## src/rtl/mem_port_arbiter_if.sv

```systemverilog
`default_nettype none
// ============================================================================
// mem_port_arbiter_if : CPU, DMA and memory-side signal bundle for the arbiter
// Revision: 1.0
// ============================================================================
interface mem_port_arbiter_if #(
    parameter int ADDR_W = 32,
    parameter int DATA_W = 32
);
    logic              cpu_read_i;
    logic              cpu_write_i;
    logic [ADDR_W-1:0] cpu_addr_i;
    logic [DATA_W-1:0] cpu_wdata_i;
    logic [DATA_W-1:0] cpu_rdata_o;
    logic              cpu_stall_o;

    logic              dma_req_i;
    logic              dma_we_i;
    logic [ADDR_W-1:0] dma_addr_i;
    logic [DATA_W-1:0] dma_wdata_i;
    logic              dma_gnt_o;
    logic              dma_done_o;
    logic [DATA_W-1:0] dma_rdata_o;

    logic [ADDR_W-1:0] mem_addr_o;
    logic              mem_read_o;
    logic              mem_write_o;
    logic [DATA_W-1:0] mem_wdata_o;
    logic [DATA_W-1:0] mem_rdata_i;
    logic              mem_ready_i;

    logic              err_o;

    // Arbiter side: owns the memory port, serves the CPU and DMA requesters
    modport master (
        input  cpu_read_i, cpu_write_i, cpu_addr_i, cpu_wdata_i,
        output cpu_rdata_o, cpu_stall_o,
        input  dma_req_i, dma_we_i, dma_addr_i, dma_wdata_i,
        output dma_gnt_o, dma_done_o, dma_rdata_o,
        output mem_addr_o, mem_read_o, mem_write_o, mem_wdata_o,
        input  mem_rdata_i, mem_ready_i,
        output err_o
    );

    modport slave (
        output cpu_read_i, cpu_write_i, cpu_addr_i, cpu_wdata_i,
        input  cpu_rdata_o, cpu_stall_o,
        output dma_req_i, dma_we_i, dma_addr_i, dma_wdata_i,
        input  dma_gnt_o, dma_done_o, dma_rdata_o,
        input  mem_addr_o, mem_read_o, mem_write_o, mem_wdata_o,
        output mem_rdata_i, mem_ready_i,
        input  err_o
    );
endinterface
`default_nettype wire

```

## src/rtl/mem_port_arbiter.sv

```systemverilog
`default_nettype none
// ============================================================================
// mem_port_arbiter : shares one memory port between the CPU data port and a
// DMA/debug requester, with wait-state timeout. Optional ARB_DMA_STARVE_EN
// forces a DMA grant after STARVE_LIMIT CPU grants with DMA waiting.
// Revision: 1.0
// ============================================================================
module mem_port_arbiter #(
    parameter int ADDR_W       = 32,
    parameter int DATA_W       = 32,
    parameter int WAIT_LIMIT   = 15,
    parameter int STARVE_LIMIT = 4
) (
    input  wire logic          clk_i,
    input  wire logic          rst_i,
    mem_port_arbiter_if.master bus
);

    typedef enum logic [1:0] {
        IDLE     = 2'd0,
        CPU_ACC  = 2'd1,
        DMA_ACC  = 2'd2,
        DMA_DONE = 2'd3
    } state_t;

    localparam int         c_WAIT_W     = 8;
    localparam logic [7:0] c_WAIT_LIMIT = 8'(WAIT_LIMIT);

    if (WAIT_LIMIT < 1 || WAIT_LIMIT > 255 || STARVE_LIMIT < 1) begin : g_param_check
        $error("mem_port_arbiter: WAIT_LIMIT must be 1..255 and STARVE_LIMIT >= 1");
    end

    state_t              r_state;
    state_t              w_next_state;
    logic [c_WAIT_W-1:0] r_wait_cnt;
    logic [ADDR_W-1:0]   r_addr;
    logic [DATA_W-1:0]   r_wdata;
    logic                r_we;
    logic [DATA_W-1:0]   r_cpu_rdata;
    logic [DATA_W-1:0]   r_dma_rdata;

    logic w_cpu_req;
    logic w_in_access;
    logic w_timeout;
    logic w_grant_cpu;
    logic w_grant_dma;
    logic w_force_dma;

    assign w_cpu_req   = bus.cpu_read_i | bus.cpu_write_i;
    assign w_in_access = (r_state == CPU_ACC) || (r_state == DMA_ACC);

`ifdef ARB_DMA_STARVE_EN
    localparam int                  c_STARVE_W     = (STARVE_LIMIT < 2) ? 1 : $clog2(STARVE_LIMIT + 1);
    localparam logic [c_STARVE_W-1:0] c_STARVE_LIMIT = c_STARVE_W'(STARVE_LIMIT);

    logic [c_STARVE_W-1:0] r_starve_cnt;

    assign w_force_dma = bus.dma_req_i && (r_starve_cnt == c_STARVE_LIMIT);

    // Counts CPU grants that left a pending DMA request waiting
    always_ff @(posedge clk_i) begin
        if (rst_i) begin
            r_starve_cnt <= '0;
        end else if (w_grant_dma) begin
            r_starve_cnt <= '0;
        end else if (w_grant_cpu && bus.dma_req_i && (r_starve_cnt != c_STARVE_LIMIT)) begin
            r_starve_cnt <= r_starve_cnt + 1'b1;
        end
    end
`else
    assign w_force_dma = 1'b0;
`endif

    always_ff @(posedge clk_i) begin
        if (rst_i) begin
            r_state <= IDLE;
        end else begin
            r_state <= w_next_state;
        end
    end

    always_comb begin
        w_next_state = r_state;
        w_grant_cpu  = 1'b0;
        w_grant_dma  = 1'b0;
        w_timeout    = 1'b0;
        case (r_state)
            IDLE: begin
                if (w_cpu_req && !w_force_dma) begin
                    w_grant_cpu  = 1'b1;
                    w_next_state = CPU_ACC;
                end else if (bus.dma_req_i) begin
                    w_grant_dma  = 1'b1;
                    w_next_state = DMA_ACC;
                end
            end
            CPU_ACC: begin
                if (bus.mem_ready_i) begin
                    w_next_state = IDLE;
                end else if (r_wait_cnt == c_WAIT_LIMIT) begin
                    w_timeout    = 1'b1;
                    w_next_state = IDLE;
                end
            end
            DMA_ACC: begin
                // An aborted DMA access still finishes through DMA_DONE
                if (bus.mem_ready_i) begin
                    w_next_state = DMA_DONE;
                end else if (r_wait_cnt == c_WAIT_LIMIT) begin
                    w_timeout    = 1'b1;
                    w_next_state = DMA_DONE;
                end
            end
            DMA_DONE: begin
                w_next_state = IDLE;
            end
            default: begin
                w_next_state = IDLE;
            end
        endcase
    end

    always_ff @(posedge clk_i) begin
        if (rst_i) begin
            r_wait_cnt  <= '0;
            r_addr      <= '0;
            r_wdata     <= '0;
            r_we        <= 1'b0;
            r_cpu_rdata <= '0;
            r_dma_rdata <= '0;
        end else begin
            if (w_grant_cpu) begin
                r_addr     <= bus.cpu_addr_i;
                r_wdata    <= bus.cpu_wdata_i;
                r_we       <= bus.cpu_write_i;
                r_wait_cnt <= '0;
            end else if (w_grant_dma) begin
                r_addr     <= bus.dma_addr_i;
                r_wdata    <= bus.dma_wdata_i;
                r_we       <= bus.dma_we_i;
                r_wait_cnt <= '0;
            end else if (w_in_access && !bus.mem_ready_i && !w_timeout) begin
                r_wait_cnt <= r_wait_cnt + 1'b1;
            end

            if ((r_state == CPU_ACC) && bus.mem_ready_i && !r_we) begin
                r_cpu_rdata <= bus.mem_rdata_i;
            end
            if ((r_state == DMA_ACC) && bus.mem_ready_i && !r_we) begin
                r_dma_rdata <= bus.mem_rdata_i;
            end
        end
    end

    // Stall releases in the cycle the CPU access completes or is abandoned
    assign bus.cpu_stall_o = w_cpu_req &&
                             !((r_state == CPU_ACC) && (bus.mem_ready_i || w_timeout));
    assign bus.cpu_rdata_o = ((r_state == CPU_ACC) && bus.mem_ready_i) ? bus.mem_rdata_i
                                                                       : r_cpu_rdata;

    assign bus.dma_gnt_o   = (r_state == DMA_ACC);
    assign bus.dma_done_o  = (r_state == DMA_DONE);
    assign bus.dma_rdata_o = r_dma_rdata;

    assign bus.mem_addr_o  = r_addr;
    assign bus.mem_wdata_o = r_wdata;
    assign bus.mem_read_o  = w_in_access && !r_we;
    assign bus.mem_write_o = w_in_access && r_we;

    assign bus.err_o       = w_timeout && !rst_i;

endmodule
`default_nettype wire
```

## src/flat_wrapper.sv

```systemverilog
// flat-port wrapper written by rule: the top's interface ports become plain ports
module mem_port_arbiter_flat 
#(
    parameter int ADDR_W       = 32,
    parameter int DATA_W       = 32,
    parameter int WAIT_LIMIT   = 15,
    parameter int STARVE_LIMIT = 4
)
  (clk_i, rst_i, bus_cpu_read_i, bus_cpu_write_i, bus_cpu_addr_i, bus_cpu_wdata_i, bus_cpu_rdata_o, bus_cpu_stall_o, bus_dma_req_i, bus_dma_we_i, bus_dma_addr_i, bus_dma_wdata_i, bus_dma_gnt_o, bus_dma_done_o, bus_dma_rdata_o, bus_mem_addr_o, bus_mem_read_o, bus_mem_write_o, bus_mem_wdata_o, bus_mem_rdata_i, bus_mem_ready_i, bus_err_o);
  mem_port_arbiter_if #(.ADDR_W(ADDR_W), .DATA_W(DATA_W)) bus_i ();
  input  wire logic clk_i;
  input  wire logic rst_i;
  input wire logic [$bits(bus_i.cpu_read_i)-1:0] bus_cpu_read_i;
  input wire logic [$bits(bus_i.cpu_write_i)-1:0] bus_cpu_write_i;
  input wire logic [$bits(bus_i.cpu_addr_i)-1:0] bus_cpu_addr_i;
  input wire logic [$bits(bus_i.cpu_wdata_i)-1:0] bus_cpu_wdata_i;
  output wire logic [$bits(bus_i.cpu_rdata_o)-1:0] bus_cpu_rdata_o;
  output wire logic [$bits(bus_i.cpu_stall_o)-1:0] bus_cpu_stall_o;
  input wire logic [$bits(bus_i.dma_req_i)-1:0] bus_dma_req_i;
  input wire logic [$bits(bus_i.dma_we_i)-1:0] bus_dma_we_i;
  input wire logic [$bits(bus_i.dma_addr_i)-1:0] bus_dma_addr_i;
  input wire logic [$bits(bus_i.dma_wdata_i)-1:0] bus_dma_wdata_i;
  output wire logic [$bits(bus_i.dma_gnt_o)-1:0] bus_dma_gnt_o;
  output wire logic [$bits(bus_i.dma_done_o)-1:0] bus_dma_done_o;
  output wire logic [$bits(bus_i.dma_rdata_o)-1:0] bus_dma_rdata_o;
  output wire logic [$bits(bus_i.mem_addr_o)-1:0] bus_mem_addr_o;
  output wire logic [$bits(bus_i.mem_read_o)-1:0] bus_mem_read_o;
  output wire logic [$bits(bus_i.mem_write_o)-1:0] bus_mem_write_o;
  output wire logic [$bits(bus_i.mem_wdata_o)-1:0] bus_mem_wdata_o;
  input wire logic [$bits(bus_i.mem_rdata_i)-1:0] bus_mem_rdata_i;
  input wire logic [$bits(bus_i.mem_ready_i)-1:0] bus_mem_ready_i;
  output wire logic [$bits(bus_i.err_o)-1:0] bus_err_o;
  assign bus_i.cpu_read_i = bus_cpu_read_i;
  assign bus_i.cpu_write_i = bus_cpu_write_i;
  assign bus_i.cpu_addr_i = bus_cpu_addr_i;
  assign bus_i.cpu_wdata_i = bus_cpu_wdata_i;
  assign bus_cpu_rdata_o = bus_i.cpu_rdata_o;
  assign bus_cpu_stall_o = bus_i.cpu_stall_o;
  assign bus_i.dma_req_i = bus_dma_req_i;
  assign bus_i.dma_we_i = bus_dma_we_i;
  assign bus_i.dma_addr_i = bus_dma_addr_i;
  assign bus_i.dma_wdata_i = bus_dma_wdata_i;
  assign bus_dma_gnt_o = bus_i.dma_gnt_o;
  assign bus_dma_done_o = bus_i.dma_done_o;
  assign bus_dma_rdata_o = bus_i.dma_rdata_o;
  assign bus_mem_addr_o = bus_i.mem_addr_o;
  assign bus_mem_read_o = bus_i.mem_read_o;
  assign bus_mem_write_o = bus_i.mem_write_o;
  assign bus_mem_wdata_o = bus_i.mem_wdata_o;
  assign bus_i.mem_rdata_i = bus_mem_rdata_i;
  assign bus_i.mem_ready_i = bus_mem_ready_i;
  assign bus_err_o = bus_i.err_o;
  mem_port_arbiter #(.ADDR_W(ADDR_W), .DATA_W(DATA_W), .WAIT_LIMIT(WAIT_LIMIT), .STARVE_LIMIT(STARVE_LIMIT)) u_core (.clk_i(clk_i), .rst_i(rst_i), .bus(bus_i));
endmodule
```

## config.mk

```make
export PLATFORM = sky130hd
export DESIGN_NAME = mem_port_arbiter_flat
export DESIGN_NICKNAME = d
export VERILOG_FILES = /design/src/rtl/mem_port_arbiter_if.sv /design/src/rtl/mem_port_arbiter.sv /design/src/flat_wrapper.sv
export SDC_FILE = /design/constraint.sdc
export NUM_CORES = 1
export LEC_CHECK = 0
export ABC_CLOCK_PERIOD_IN_PS = 1590
export CORE_MARGIN = 8
export CORE_UTILIZATION = 36
export DETAILED_ROUTE_END_ITERATION = 12
export HOLD_SLACK_MARGIN = 0.1
export PLACE_DENSITY = 0.77
export SYNTH_ARGS = -nofsm -noshare
export SYNTH_HDL_FRONTEND = slang
export SYNTH_SLANG_ARGS = --single-unit
```

## constraint.sdc

```tcl
create_clock -name clk_i -period 1.59 [get_ports clk_i]
set_input_delay 0.2385 -clock clk_i [delete_from_list [all_inputs] [get_ports clk_i]]
set_output_delay 0.2385 -clock clk_i [all_outputs]
set_load 0.01 [all_outputs]
```

==> impl_metrics.py <==
metrics = {
    "run_status": {
        "status": "finished with violations",
        "violations": "negative setup slack",
    },
    "place": {
        "postPlaceCellArea_um2": 9739,
        "dp_hpwl_um": 16090,
        "place.gp.congestion": 0.8211,
        "place_inst": 1233,
        "io_buffers": 300,
    },
    "synth": {
        "synthTopCellsByArea": "dfxtp_1 (48%), nand2_1 (13%), mux2i_1 (12%), mux2_2 (6.2%), a21oi_1 (5.8%)",
        "ys_ff_latch": 139,
        "synth-async-reset-ratio_pct": 0,
        "syn-cell-area_um2": 5819,
        "syn_avg_cell_area_um2": 8.647,
        "synth_cell_types": 35,
        "yosys_warnings": 0,
        "yosysMostFrequentCell": "nand2_1",
        "synthTopCellsByCount": "nand2_1 (199), dfxtp_1 (139), a21oi_1 (67), mux2i_1 (67), o21ai_0 (56)",
        "seq_area_frac_synth_pct": 47.82,
        "synthCells": 673,
        "synth-main-ff-cell": "dfxtp_1",
        "yosysTopAreaCell": "dfxtp_1",
        "netlist.area_leader.share_pct": 47.82,
        "synth-edff-count": 0,
        "syn_nets": 846,
    },
    "global_routing": {
        "grt_max_degree": 68,
        "grt_overflow": 0,
        "grtUsageMet3_pct": 7.880,
        "grt_use_total_pct": 23.50,
        "grt_pass1_vias": 6751,
        "use_met1_pct": 23.88,
        "use_met2_pct": 42.44,
        "antenna_found_initial": 0,
        "grt_pass1_wl_um": 36970,
        "grt_busiest_layer": "met2",
    },
    "setup_path": {
        "critPathCaptureType": "output pin",
        "path_class": "flop to output pin",
        "critical_path_required_ns": 1.35,
        "startpoint_type": "flop",
        "path_max_fanout": 7,
        "cp.arrival_ns": 1.83,
    },
    "pwr": {
        "power.total_mw": 16.86,
        "cellLeakagePower_nw": 5.262,
        "powerDensity_nw_per_um2": 1460,
        "ir_drop_mv": 0.7499,
    },
    "hold_path": {
        "hold_path_class": "input pin to flop",
    },
    "die": {
        "initial_core_util_pct": 36.77,
        "boundaryPins": 301,
        "dieArea_um2": 20490,
        "fp.dieH_um": 143.1,
        "row_count": 46,
        "coreArea_um2": 15830,
        "die_x_um": 143.1,
    },
    "routing": {
        "vias_per_cell": 5.039,
        "postRouteAntennaNets": 0,
        "drt_first_pass_iters": 4,
        "first_iter_violations": 240,
        "drc_errors": 0,
        "wirelength_um": 26150,
        "num_vias": 6525,
        "wl_per_cell_um": 20.20,
    },
    "timing": {
        "worstMarginPinSlew_ns": 0.9601,
        "skew_ns": 0.007461,
        "min_period_ns": 2.066,
        "whs_ns": 0.4380,
        "drv_slew": 0,
        "hold_viol_final": 0,
        "rsz0062_at_grt": "true",
        "setup_viol": 99,
        "finalCritPeriodShare_pct": 130.0,
        "maxClockFrequency_ghz": 0.4839,
        "maxSlewHeadroom_pct": 35.99,
        "setup_ws_ns": -0.4764,
    },
    "clocking": {
        "clockBufferDepth": 2,
        "htree_num_levels": 4,
        "cts_made_buffers": 17,
        "clock-root-buffer": "clkbuf_16",
        "cts.clk_slew.worst_paths_ns": 0.06,
        "clk_latency_ns": 0.41,
        "cts_sinks": 139,
        "cts_tree": "done",
    },
    "cells_and_area": {
        "fillCellCount": 1099,
        "num_antenna_cells": 0,
        "final_cell_area_um2": 11540,
        "num-nets-final": 1239,
        "finalNonFillerCells": 1295,
        "drive_gt1_share_pct": 30.03,
        "area_growth_pct": 98.39,
    },
    "run": {
        "max_cap_viol_count": 0,
    },
}
per-stage QoR:
stage | setup slack, ns | util, % | TNS [ns]
2_1_floorplan | -0.02722 | - | -2.473
3_3_place_gp | -0.4892 | 61.53 | -48.12
3_5_place_dp | -0.5308 | 61.53 | -51.78
4_1_cts | -0.4800 | 70.98 | -29.26
5_1_grt | -0.5321 | 72.94 | -27.98
6_report | -0.4764 | 72.94 | -20.06
registers in the layout (all words and copies together) (netlist names):
signal                  count
u_core.r_cpu_rdata         32
u_core.r_wait_cnt           8
u_core.bus.mem_wdata_o     32
u_core.r_state              2
u_core.bus.dma_rdata_o     32
u_core.bus.mem_addr_o      32
u_core.r_we                 1
worst max-delay path: stages, from the launching register on:
cell     delay [ns]
dfxtp_2        0.35
inv_4          0.05
ha_4           0.17
nand2_8        0.14
buf_12         0.16
buf_6          0.11
mux2_4         0.30
buf_6          0.12
per-layer routing:
layer | part of all wire, % | vias up
met2 | 51 | 343
li1 | - | 3074
met5 | 0 | -
met1 | 36 | 3026
met4 | 4.3 | 0
met3 | 8.9 | 82
worst paths after layout:
| check | depth (start not counted) | endpoint | start | slack, ns |
|---|---|---|---|---|
| min | 5 | u_core.r_wait_cnt[3] | rst_i | 0.44 |
| max | 7 | bus_cpu_rdata_o[13] | u_core.r_state[1] | -0.48 |
| min reg2reg | 2 | u_core.bus.mem_addr_o[19] | u_core.bus.mem_addr_o[19] | 0.45 |
| max reg2reg | 9 | u_core.r_cpu_rdata[17] | u_core.r_state[1] | -0.18 |
report_power, final:
part	switching (mW)	leakage, nW	total [mW]	internal, mW
combinational	3.77	3.85	8.23	4.46
sequential	0.492	1.14	4.79	4.30
clock	1.61	0.270	3.83	2.22
total	5.87	5.26	16.9	11.0
cell usage in the layout (no fill, tap or decap), drive strengths merged, types with 16 or more instances in the layout:
master and n:
buf 157, clkdlybuf4s50 213, mux2i 67, o21ai 68
dlygate4sd2 16, dlymetal6s2s 33, a21oi 67, mux2 32
nand2 199, dfxtp 139, clkbuf 19
area by class of cell:
class / count / area (µm²) / area share (%)
clock inverter: 14 / 135.1 / 1.170
timing repair buffer: 421 / 4388 / 38.01
inverter: 2 / 10.01 / 0.08670
multi-input combinational: 485 / 3515 / 30.44
sequential: 139 / 2788 / 24.15
tap: 216 / 270.3 / 2.341
clock buffer: 18 / 439.2 / 3.804
logic make-up after synthesis:
family	count (synthesis)	synth area share, %
AOI/OAI and AO/OA	143	12.88
xor gates and xnor gates	5	0.7527
adders and majority gates	6	1.290
buffers and inverters	49	3.569
DFF	139	47.82
muxes	99	17.72
and+or+nand+nor	232	15.98
timing repair:
item / in CTS / in global routing
resized for setup: 321 / 107
gates cloned: 10 / 0
setup buffers: 18 / 7
setup endpoints to repair: 160 / 200
pin swaps: 52 / 30
hold buffers: 0 / 0
Note: power is estimated with default switching activity, not from simulation.
